==> config.mk <==
export PLATFORM = sky130hd
export DESIGN_NAME = acia
export DESIGN_NICKNAME = d
export VERILOG_FILES = /design/src/rtl/acia_pkg.sv /design/src/rtl/acia_rx.sv /design/src/rtl/acia.sv
export SDC_FILE = /design/constraint.sdc
export NUM_CORES = 1
export LEC_CHECK = 0
export BUFFER_PORTS_ARGS = -buffer_cell sky130_fd_sc_hd__buf_2
export CORE_MARGIN = 2
export CORE_UTILIZATION = 50
export CTS_CLUSTER_SIZE = 28
export DETAILED_ROUTE_END_ITERATION = 8
export PLACE_DENSITY = 0.7
export SKIP_LAST_GASP = 1
export SYNTH_ARGS = -nofsm -noshare
export SYNTH_HDL_FRONTEND = slang
export SYNTH_HIERARCHICAL = 1
export SYNTH_SLANG_ARGS = --single-unit
==> constraint.sdc <==
create_clock -name clk -period 2 [get_ports clk]
set_clock_uncertainty 0.05 [all_clocks]
set_input_delay 0.2 -clock clk [delete_from_list [all_inputs] [get_ports clk]]
set_output_delay 0.2 -clock clk [all_outputs]
set_load 0.005 [all_outputs]
==> src/rtl/acia_pkg.sv <==
// Shared ACIA definitions: register bit positions, register-select encodings,
// bit timing default and the status-byte packing helper.
package acia_pkg;

    localparam int ACIA_BIT_PCLKS = 35;

    localparam int SR_RDRF = 0;
    localparam int SR_TDRE = 1;
    localparam int SR_FE   = 4;
    localparam int SR_OVRN = 5;
    localparam int SR_IRQ  = 7;

    localparam int         CR_RIE          = 7;
    localparam logic [1:0] CR_TIE_ON       = 2'b01;
    localparam logic [1:0] CR_MASTER_RESET = 2'b11;

    localparam logic RS_CTRL = 1'b0;
    localparam logic RS_DATA = 1'b1;

    typedef enum logic [1:0] {
        RX_IDLE  = 2'd0,
        RX_START = 2'd1,
        RX_DATA  = 2'd2,
        RX_STOP  = 2'd3
    } rx_state_e;

    function automatic logic [7:0] status_pack(input logic irq, input logic ovrn,
                                               input logic fe, input logic tdre,
                                               input logic rdrf);
        logic [7:0] s;
        s          = 8'h00;
        s[SR_IRQ]  = irq;
        s[SR_OVRN] = ovrn;
        s[SR_FE]   = fe;
        s[SR_TDRE] = tdre;
        s[SR_RDRF] = rdrf;
        return s;
    endfunction

endpackage

==> src/rtl/acia_rx.sv <==
// ACIA receiver: rx synchronizer, start-bit detect with mid-bit recheck,
// LSB-first sampling and stop-bit framing check. done_o pulses for one clk per byte.
module acia_rx
    import acia_pkg::*;
#(
    parameter int BIT_PCLKS = ACIA_BIT_PCLKS
) (
    input  logic       clk,
    input  logic       reset_n,
    input  logic       srst_i,
    input  logic       pclk_i,
    input  logic       rx_i,
    output logic [7:0] data_o,
    output logic       fe_o,
    output logic       done_o
);

    localparam int            CW       = (BIT_PCLKS > 2) ? $clog2(BIT_PCLKS) : 1;
    localparam logic [CW-1:0] CNT_LAST = CW'(BIT_PCLKS - 1);
    localparam logic [CW-1:0] CNT_HALF = CW'(BIT_PCLKS / 2 - 1);

    rx_state_e     state_q, state_d;
    logic [CW-1:0] cnt_q, cnt_d;
    logic [2:0]    bit_q, bit_d;
    logic [7:0]    sr_q, sr_d;
    logic [7:0]    data_q, data_d;
    logic          fe_q, fe_d;
    logic          done_q, done_d;
    logic [1:0]    sync_q;
    logic          prev_q;
    logic          rx_s;
    logic          fall_s;

    assign rx_s   = sync_q[1];
    assign fall_s = prev_q & ~rx_s;

    // State, synchronizer and edge-detect registers.
    always_ff @(posedge clk or negedge reset_n) begin
        if (!reset_n) begin
            state_q <= RX_IDLE;
            cnt_q   <= '0;
            bit_q   <= 3'd0;
            sr_q    <= 8'h00;
            data_q  <= 8'h00;
            fe_q    <= 1'b0;
            done_q  <= 1'b0;
            sync_q  <= 2'b11;
            prev_q  <= 1'b1;
        end else if (srst_i) begin
            state_q <= RX_IDLE;
            cnt_q   <= '0;
            bit_q   <= 3'd0;
            sr_q    <= 8'h00;
            data_q  <= 8'h00;
            fe_q    <= 1'b0;
            done_q  <= 1'b0;
            sync_q  <= 2'b11;
            prev_q  <= 1'b1;
        end else begin
            state_q <= state_d;
            cnt_q   <= cnt_d;
            bit_q   <= bit_d;
            sr_q    <= sr_d;
            data_q  <= data_d;
            fe_q    <= fe_d;
            done_q  <= done_d;
            sync_q  <= {sync_q[0], rx_i};
            prev_q  <= rx_s;
        end
    end

    // Receive sequencing: start check at half a bit, then one sample per bit period.
    always_comb begin
        state_d = state_q;
        cnt_d   = cnt_q;
        bit_d   = bit_q;
        sr_d    = sr_q;
        data_d  = data_q;
        fe_d    = fe_q;
        done_d  = 1'b0;
        case (state_q)
            RX_IDLE: begin
                if (fall_s) begin
                    state_d = RX_START;
                    cnt_d   = '0;
                end else begin
                    cnt_d = cnt_q;
                end
            end
            RX_START: begin
                if (pclk_i && (cnt_q == CNT_HALF)) begin
                    cnt_d   = '0;
                    bit_d   = 3'd0;
                    state_d = rx_s ? RX_IDLE : RX_DATA;
                end else if (pclk_i) begin
                    cnt_d = cnt_q + CW'(1);
                end else begin
                    cnt_d = cnt_q;
                end
            end
            RX_DATA: begin
                if (pclk_i && (cnt_q == CNT_LAST)) begin
                    cnt_d = '0;
                    sr_d  = {rx_s, sr_q[7:1]};
                    bit_d = bit_q + 3'd1;
                    if (bit_q == 3'd7) begin
                        state_d = RX_STOP;
                    end else begin
                        state_d = RX_DATA;
                    end
                end else if (pclk_i) begin
                    cnt_d = cnt_q + CW'(1);
                end else begin
                    cnt_d = cnt_q;
                end
            end
            RX_STOP: begin
                if (pclk_i && (cnt_q == CNT_LAST)) begin
                    cnt_d   = '0;
                    data_d  = sr_q;
                    fe_d    = ~rx_s;
                    done_d  = 1'b1;
                    state_d = RX_IDLE;
                end else if (pclk_i) begin
                    cnt_d = cnt_q + CW'(1);
                end else begin
                    cnt_d = cnt_q;
                end
            end
            default: begin
                state_d = RX_IDLE;
                cnt_d   = '0;
            end
        endcase
    end

    assign data_o = data_q;
    assign fe_o   = fe_q;
    assign done_o = done_q;

endmodule

==> src/rtl/acia.sv <==
// ACIA top: CPU bus interface, control/status/data registers, transmitter and IRQ.
// While the control register holds the master-reset code all other state is held reset.
module acia
    import acia_pkg::*;
#(
    parameter int BIT_PCLKS = ACIA_BIT_PCLKS
) (
    input  logic       clk,
    input  logic       reset_n,
    input  logic       pclk,
    input  logic       cs_n,
    input  logic       we_n,
    input  logic       rs,
    input  logic       rx,
    input  logic [7:0] din,
    output logic [7:0] dout,
    output logic       tx,
    output logic       irq_n
);

    localparam int            CW       = (BIT_PCLKS > 2) ? $clog2(BIT_PCLKS) : 1;
    localparam logic [CW-1:0] CNT_LAST = CW'(BIT_PCLKS - 1);

    logic [7:0]    ctrl_q, ctrl_d, thr_q, thr_d, rdr_q, rdr_d, dout_q, dout_d;
    logic          tdre_q, tdre_d, rdrf_q, rdrf_d, ovrn_q, ovrn_d, fe_q, fe_d;
    logic          tx_q, tx_d, tx_busy_q, tx_busy_d;
    logic [8:0]    tx_sr_q, tx_sr_d;
    logic [3:0]    tx_bits_q, tx_bits_d;
    logic [CW-1:0] tx_cnt_q, tx_cnt_d;
    logic          wr_s, rd_s, rd_data_s, mr_s, mr_wr_s, srst_s, irq_s, tx_load_s;
    logic [7:0]    status_s, rx_data_s;
    logic          rx_fe_s, rx_done_s;

    assign wr_s      = ~cs_n & ~we_n;
    assign rd_s      = ~cs_n & we_n;
    assign rd_data_s = rd_s & (rs == RS_DATA);
    assign mr_s      = (ctrl_q[1:0] == CR_MASTER_RESET);
    assign mr_wr_s   = wr_s & (rs == RS_CTRL) & (din[1:0] == CR_MASTER_RESET);
    assign srst_s    = mr_s | mr_wr_s;
    assign irq_s     = ~mr_s & ((ctrl_q[CR_RIE] & rdrf_q) |
                                ((ctrl_q[6:5] == CR_TIE_ON) & tdre_q));
    assign status_s  = status_pack(irq_s, ovrn_q, fe_q, tdre_q, rdrf_q);

    acia_rx #(.BIT_PCLKS(BIT_PCLKS)) u_rx (
        .clk     (clk),
        .reset_n (reset_n),
        .srst_i  (srst_s),
        .pclk_i  (pclk),
        .rx_i    (rx),
        .data_o  (rx_data_s),
        .fe_o    (rx_fe_s),
        .done_o  (rx_done_s)
    );

    // Register file, transmitter and read-data registers.
    always_ff @(posedge clk or negedge reset_n) begin
        if (!reset_n) begin
            ctrl_q    <= 8'h00;
            dout_q    <= 8'h00;
            thr_q     <= 8'h00;
            rdr_q     <= 8'h00;
            tdre_q    <= 1'b1;
            rdrf_q    <= 1'b0;
            ovrn_q    <= 1'b0;
            fe_q      <= 1'b0;
            tx_q      <= 1'b1;
            tx_busy_q <= 1'b0;
            tx_sr_q   <= 9'h1FF;
            tx_bits_q <= 4'd0;
            tx_cnt_q  <= '0;
        end else begin
            ctrl_q <= ctrl_d;
            dout_q <= dout_d;
            if (srst_s) begin
                thr_q     <= 8'h00;
                rdr_q     <= 8'h00;
                tdre_q    <= 1'b1;
                rdrf_q    <= 1'b0;
                ovrn_q    <= 1'b0;
                fe_q      <= 1'b0;
                tx_q      <= 1'b1;
                tx_busy_q <= 1'b0;
                tx_sr_q   <= 9'h1FF;
                tx_bits_q <= 4'd0;
                tx_cnt_q  <= '0;
            end else begin
                thr_q     <= thr_d;
                rdr_q     <= rdr_d;
                tdre_q    <= tdre_d;
                rdrf_q    <= rdrf_d;
                ovrn_q    <= ovrn_d;
                fe_q      <= fe_d;
                tx_q      <= tx_d;
                tx_busy_q <= tx_busy_d;
                tx_sr_q   <= tx_sr_d;
                tx_bits_q <= tx_bits_d;
                tx_cnt_q  <= tx_cnt_d;
            end
        end
    end

    // Next-state: TX shifter, bus writes/reads and receive flag handling.
    always_comb begin
        ctrl_d    = ctrl_q;
        thr_d     = thr_q;
        rdr_d     = rdr_q;
        dout_d    = dout_q;
        tdre_d    = tdre_q;
        rdrf_d    = rdrf_q;
        ovrn_d    = ovrn_q;
        fe_d      = fe_q;
        tx_d      = tx_q;
        tx_busy_d = tx_busy_q;
        tx_sr_d   = tx_sr_q;
        tx_bits_d = tx_bits_q;
        tx_cnt_d  = tx_cnt_q;
        tx_load_s = 1'b0;

        if (!tx_busy_q) begin
            tx_load_s = ~tdre_q;
        end else if (pclk && (tx_cnt_q == CNT_LAST)) begin
            tx_cnt_d = '0;
            if (tx_bits_q != 4'd0) begin
                tx_d      = tx_sr_q[0];
                tx_sr_d   = {1'b1, tx_sr_q[8:1]};
                tx_bits_d = tx_bits_q - 4'd1;
            end else if (!tdre_q) begin
                tx_load_s = 1'b1;
            end else begin
                tx_busy_d = 1'b0;
                tx_d      = 1'b1;
            end
        end else if (pclk) begin
            tx_cnt_d = tx_cnt_q + CW'(1);
        end else begin
            tx_cnt_d = tx_cnt_q;
        end

        // A load drives the start bit immediately; remaining 9 bits are data then stop.
        if (tx_load_s) begin
            tx_busy_d = 1'b1;
            tx_d      = 1'b0;
            tx_sr_d   = {1'b1, thr_q};
            tx_bits_d = 4'd9;
            tx_cnt_d  = '0;
            tdre_d    = 1'b1;
        end else begin
            tx_busy_d = tx_busy_d;
        end

        if (wr_s && (rs == RS_DATA)) begin
            thr_d  = din;
            tdre_d = 1'b0;
        end else if (wr_s) begin
            ctrl_d = din;
        end else begin
            ctrl_d = ctrl_q;
        end

        // A completing byte beats a same-edge data read.
        if (rx_done_s) begin
            rdr_d  = rx_data_s;
            fe_d   = rx_fe_s;
            rdrf_d = 1'b1;
            if (rdrf_q && !rd_data_s) begin
                ovrn_d = 1'b1;
            end else begin
                ovrn_d = ovrn_q;
            end
        end else if (rd_data_s) begin
            rdrf_d = 1'b0;
            ovrn_d = 1'b0;
        end else begin
            rdrf_d = rdrf_q;
        end

        if (rd_s) begin
            dout_d = (rs == RS_DATA) ? rdr_q : status_s;
        end else if (mr_wr_s) begin
            dout_d = 8'h00;
        end else begin
            dout_d = dout_q;
        end
    end

    assign dout  = dout_q;
    assign tx    = tx_q;
    assign irq_n = ~irq_s;

endmodule

==> results.yml <==
run_status:
  status: "finished with violations"
  violations: "negative setup slack"
synth:
  synth-async-reset-ratio: 1.00
  synth_cell_type_count: 51
  synth-edff-count: 0
  netlist_area_sq_um: 3970
  ys_warn_count: 6
  synth-seq-area-share: 0.541
  synth_fp_nets: 417
  synth_seq_cells: 85
  synthFlopType: "dfrtp_1"
  syn_avg_cell_area_sq_um: 10.1
  synth_cells: 394
final_layout:
  drive_above_1_share: 0.261
  syn_to_final_growth_pct: 21.0
  final_common_cell: "dfrtp_1"
  finalNetCount: 478
  utilization: 0.624
  final_cell_mix: "dfrtp_1, nand2_1, a21oi_1, nor2_1, buf_4"
  final_area_sq_um: 4800
  nFillCells: 655
  instances_no_fill: 562
  n_antenna_cell: 0
route:
  wl_per_cell_microns: 15.6
  routed_wl_mm: 8.79
  antenna_left: 0
  num_vias: 3177
  drc: 0
  firstDrtPassIters: 4
  drt_iter0_drc: 160
  via_per_inst: 5.65
placement:
  place_area_sq_um: 4440
  finalWeightedCongestion: 0.834
  portBuffers: 24
  placedCellCount: 534
  hpwlAfterDp_mm: 6.00
worst_hold_path:
  min-delay-start: "din[4]"
  hold_class: "input port to register"
  whs_endpoint: "thr_q[4]$_DFFE_PN0P_"
  hold_depth: 3
floorplanning:
  fp.dieW_microns: 93.1
  ioPinCount: 25
  start_util: 0.516
  rows: 32
  fp.dieArea_sq_um: 8660
  coreArea_sq_um: 7690
  die_y_microns: 93.1
power:
  vdd_drop_max_v: 0.000579
  leakagePower_nw: 2.25
  power.density_nw_per_um2: 996
sta:
  post-route-min-period_ps: 2090
  setup_viol: 11
  final-hold-violation-count: 0
  max_freq_mhz: 479
  maxSlewViolCount: 0
  hold_slack_ps: 15.0
  relSlewSlack: 0.626
  period_share: 1.04
  tightest_slew_ps: 560
  rsz0062_at_grt: "true"
  fin_ws_ps: -86.4
  totalNegativeSetupSlack_ps: -302
clock_network:
  cts_max_level: 3
  cts_root_buf: "clkbuf_8"
  clk_latency_ps: 350
  clock_path_buffers: 2
  numCtsBuffers: 9
  clock_sinks: 85
  clk_pin_slew_ps: 90
  cts_tree: "built"
worst_setup_path:
  cp_slowest_cell: "or4b_4"
  path_max_fanout: 6
  regToRegStartpoint: "tx_cnt_q[3]$_DFFE_PN0P_"
  end_kind: "register"
  r2r_end: "tx_cnt_q[5]$_DFFE_PN0P_"
  startpoint_type: "register"
  critical_path_class: "register to register"
  cp_cell_sequence: "or4b_4, o41ai_4, buf_4, nor2_1, or4_1, nand2_1"
  rr_worst_depth: 6
  required_ps: 2250
  cp_num_buf_inv: 1
  cp.arrival_ps: 2340
  rrSetupSlack_ps: -90
  cpPeakStageDelay_ps: 580
  crit_family: "simple AND/OR/NAND/NOR gates"
global_route:
  grt_max_degree: 44
  grt_usage: 0.216
  grt_pass1_vias: 3056
  grt_pass1_wl_mm: 14.8
  grt.overflow.total: 0
  antenna_found_initial: 0
job:
  maxCapViolCount: 0
[flip-flops by register name, indices dropped and copies added (netlist names)]
register      cells
u_rx/cnt_q        6
u_rx/fe_o         1
fe_q              1
u_rx/bit_q        3
tdre_q            1
u_rx/state_q      2
tx_cnt_q          6
rdrf_q            1
thr_q             8
tx_sr_q           8
u_rx/data_o       8
u_rx/done_o       1
tx_bits_q         4
dout              8
u_rx/prev_q       1
ctrl_q            5
tx_busy_q         1
ovrn_q            1
tx                1
rdr_q             8
u_rx/sr_q         8
u_rx/sync_q       2
[worst register-to-register path, cell delays in order (launching register included)]
cell and delay, ps:
dfrtp_1 390, or4b_4 580, o41ai_4 300, buf_4 190, nor2_1 50, or4_1 400
nand2_1 70
[cell type report]
type	instances	area, sq um	area share
clock buffers	10	128	0.0266
clock inverters	6	72.6	0.0151
inverters	8	30.0	0.00626
multi-input cells	285	1810	0.378
flip-flops and latches	85	2140	0.447
well taps	102	128	0.0266
repair buffers	66	483	0.101
[per-stage QoR]
| step | power (mW) | setup slack [ps] |
|---|---|---|
| 2_1_floorplan | 3.04 | -34.6 |
| 3_3_place_gp | 3.44 | -43.5 |
| 3_5_place_dp | 3.48 | -100 |
| 4_1_cts | 4.74 | -66.4 |
| 5_1_grt | 5.06 | -137 |
| 6_report | 4.78 | -86.4 |
[where the power goes]
part | switching (mW) | internal, mW | total [mW]
Sequential | 0.226 | 2.04 | 2.26
Combinational | 0.671 | 0.615 | 1.29
Clock | 0.641 | 0.591 | 1.23
[cell families (layout without fill, tap and decap cells)]
group,count (synthesis),in the layout,synth area share
DFF,85,85,0.541
muxes,14,14,0.0357
and+or+nand+nor,162,163,0.201
xor gates and xnor gates,5,5,0.0110
buffers and inverters,25,90,0.0252
adders and majority gates,8,8,0.0252
AOI/OAI and AO/OA,95,95,0.161
[routing by layer]
metal,vias to the layer above,wire [microns],global-route usage
met1,1577,4030,0.292
met4,0,122,0.0809
met3,11,267,0.0282
li1,1525,-,-
met2,64,4370,0.357
met5,-,0,0
[synthesized netlist by cell type, types with 6 or more instances]
master | n | area share
a21oi_1 | 36 | 0.045
a22o_1 | 12 | 0.027
nor3_1 | 6 | 0.0076
mux2i_1 | 13 | 0.033
nand3_1 | 13 | 0.016
ha_1 | 8 | 0.025
clkbuf_1 | 12 | 0.011
dfrtp_1 | 72 | 0.45
o21ai_0 | 14 | 0.018
o211ai_1 | 7 | 0.013
inv_1 | 8 | 0.0076
nand2_1 | 65 | 0.062
or2_2 | 7 | 0.011
o2bb2ai_1 | 8 | 0.018
dfstp_2 | 13 | 0.086
nor2_1 | 36 | 0.034
[worst max path at each step]
stage,start,end,depth (start not counted)
global placement,tx_bits_q[1]$_DFFE_PN0P_,tx_sr_q[6]$_DFFE_PN1P_,7
global route,tx_cnt_q[3]$_DFFE_PN0P_,tx_cnt_q[5]$_DFFE_PN0P_,6
finish,tx_cnt_q[3]$_DFFE_PN0P_,tx_cnt_q[5]$_DFFE_PN0P_,6
CTS,tx_cnt_q[2]$_DFFE_PN0P_,tx_cnt_q[5]$_DFFE_PN0P_,5
floorplan,tx_bits_q[0]$_DFFE_PN0P_,tx_cnt_q[5]$_DFFE_PN0P_,7
detailed placement,tx_bits_q[1]$_DFFE_PN0P_,tx_sr_q[6]$_DFFE_PN1P_,7
[repair_timing]
action	CTS	global route
gates cloned	0	2
endpoints found under the hold margin	35	0
pin swaps	3	5
buffers inserted	2	6
endpoints found under the setup margin	26	31
resized for setup	4	13
hold buffers	2	0
Note: power is estimated with default switching activity, not from simulation.
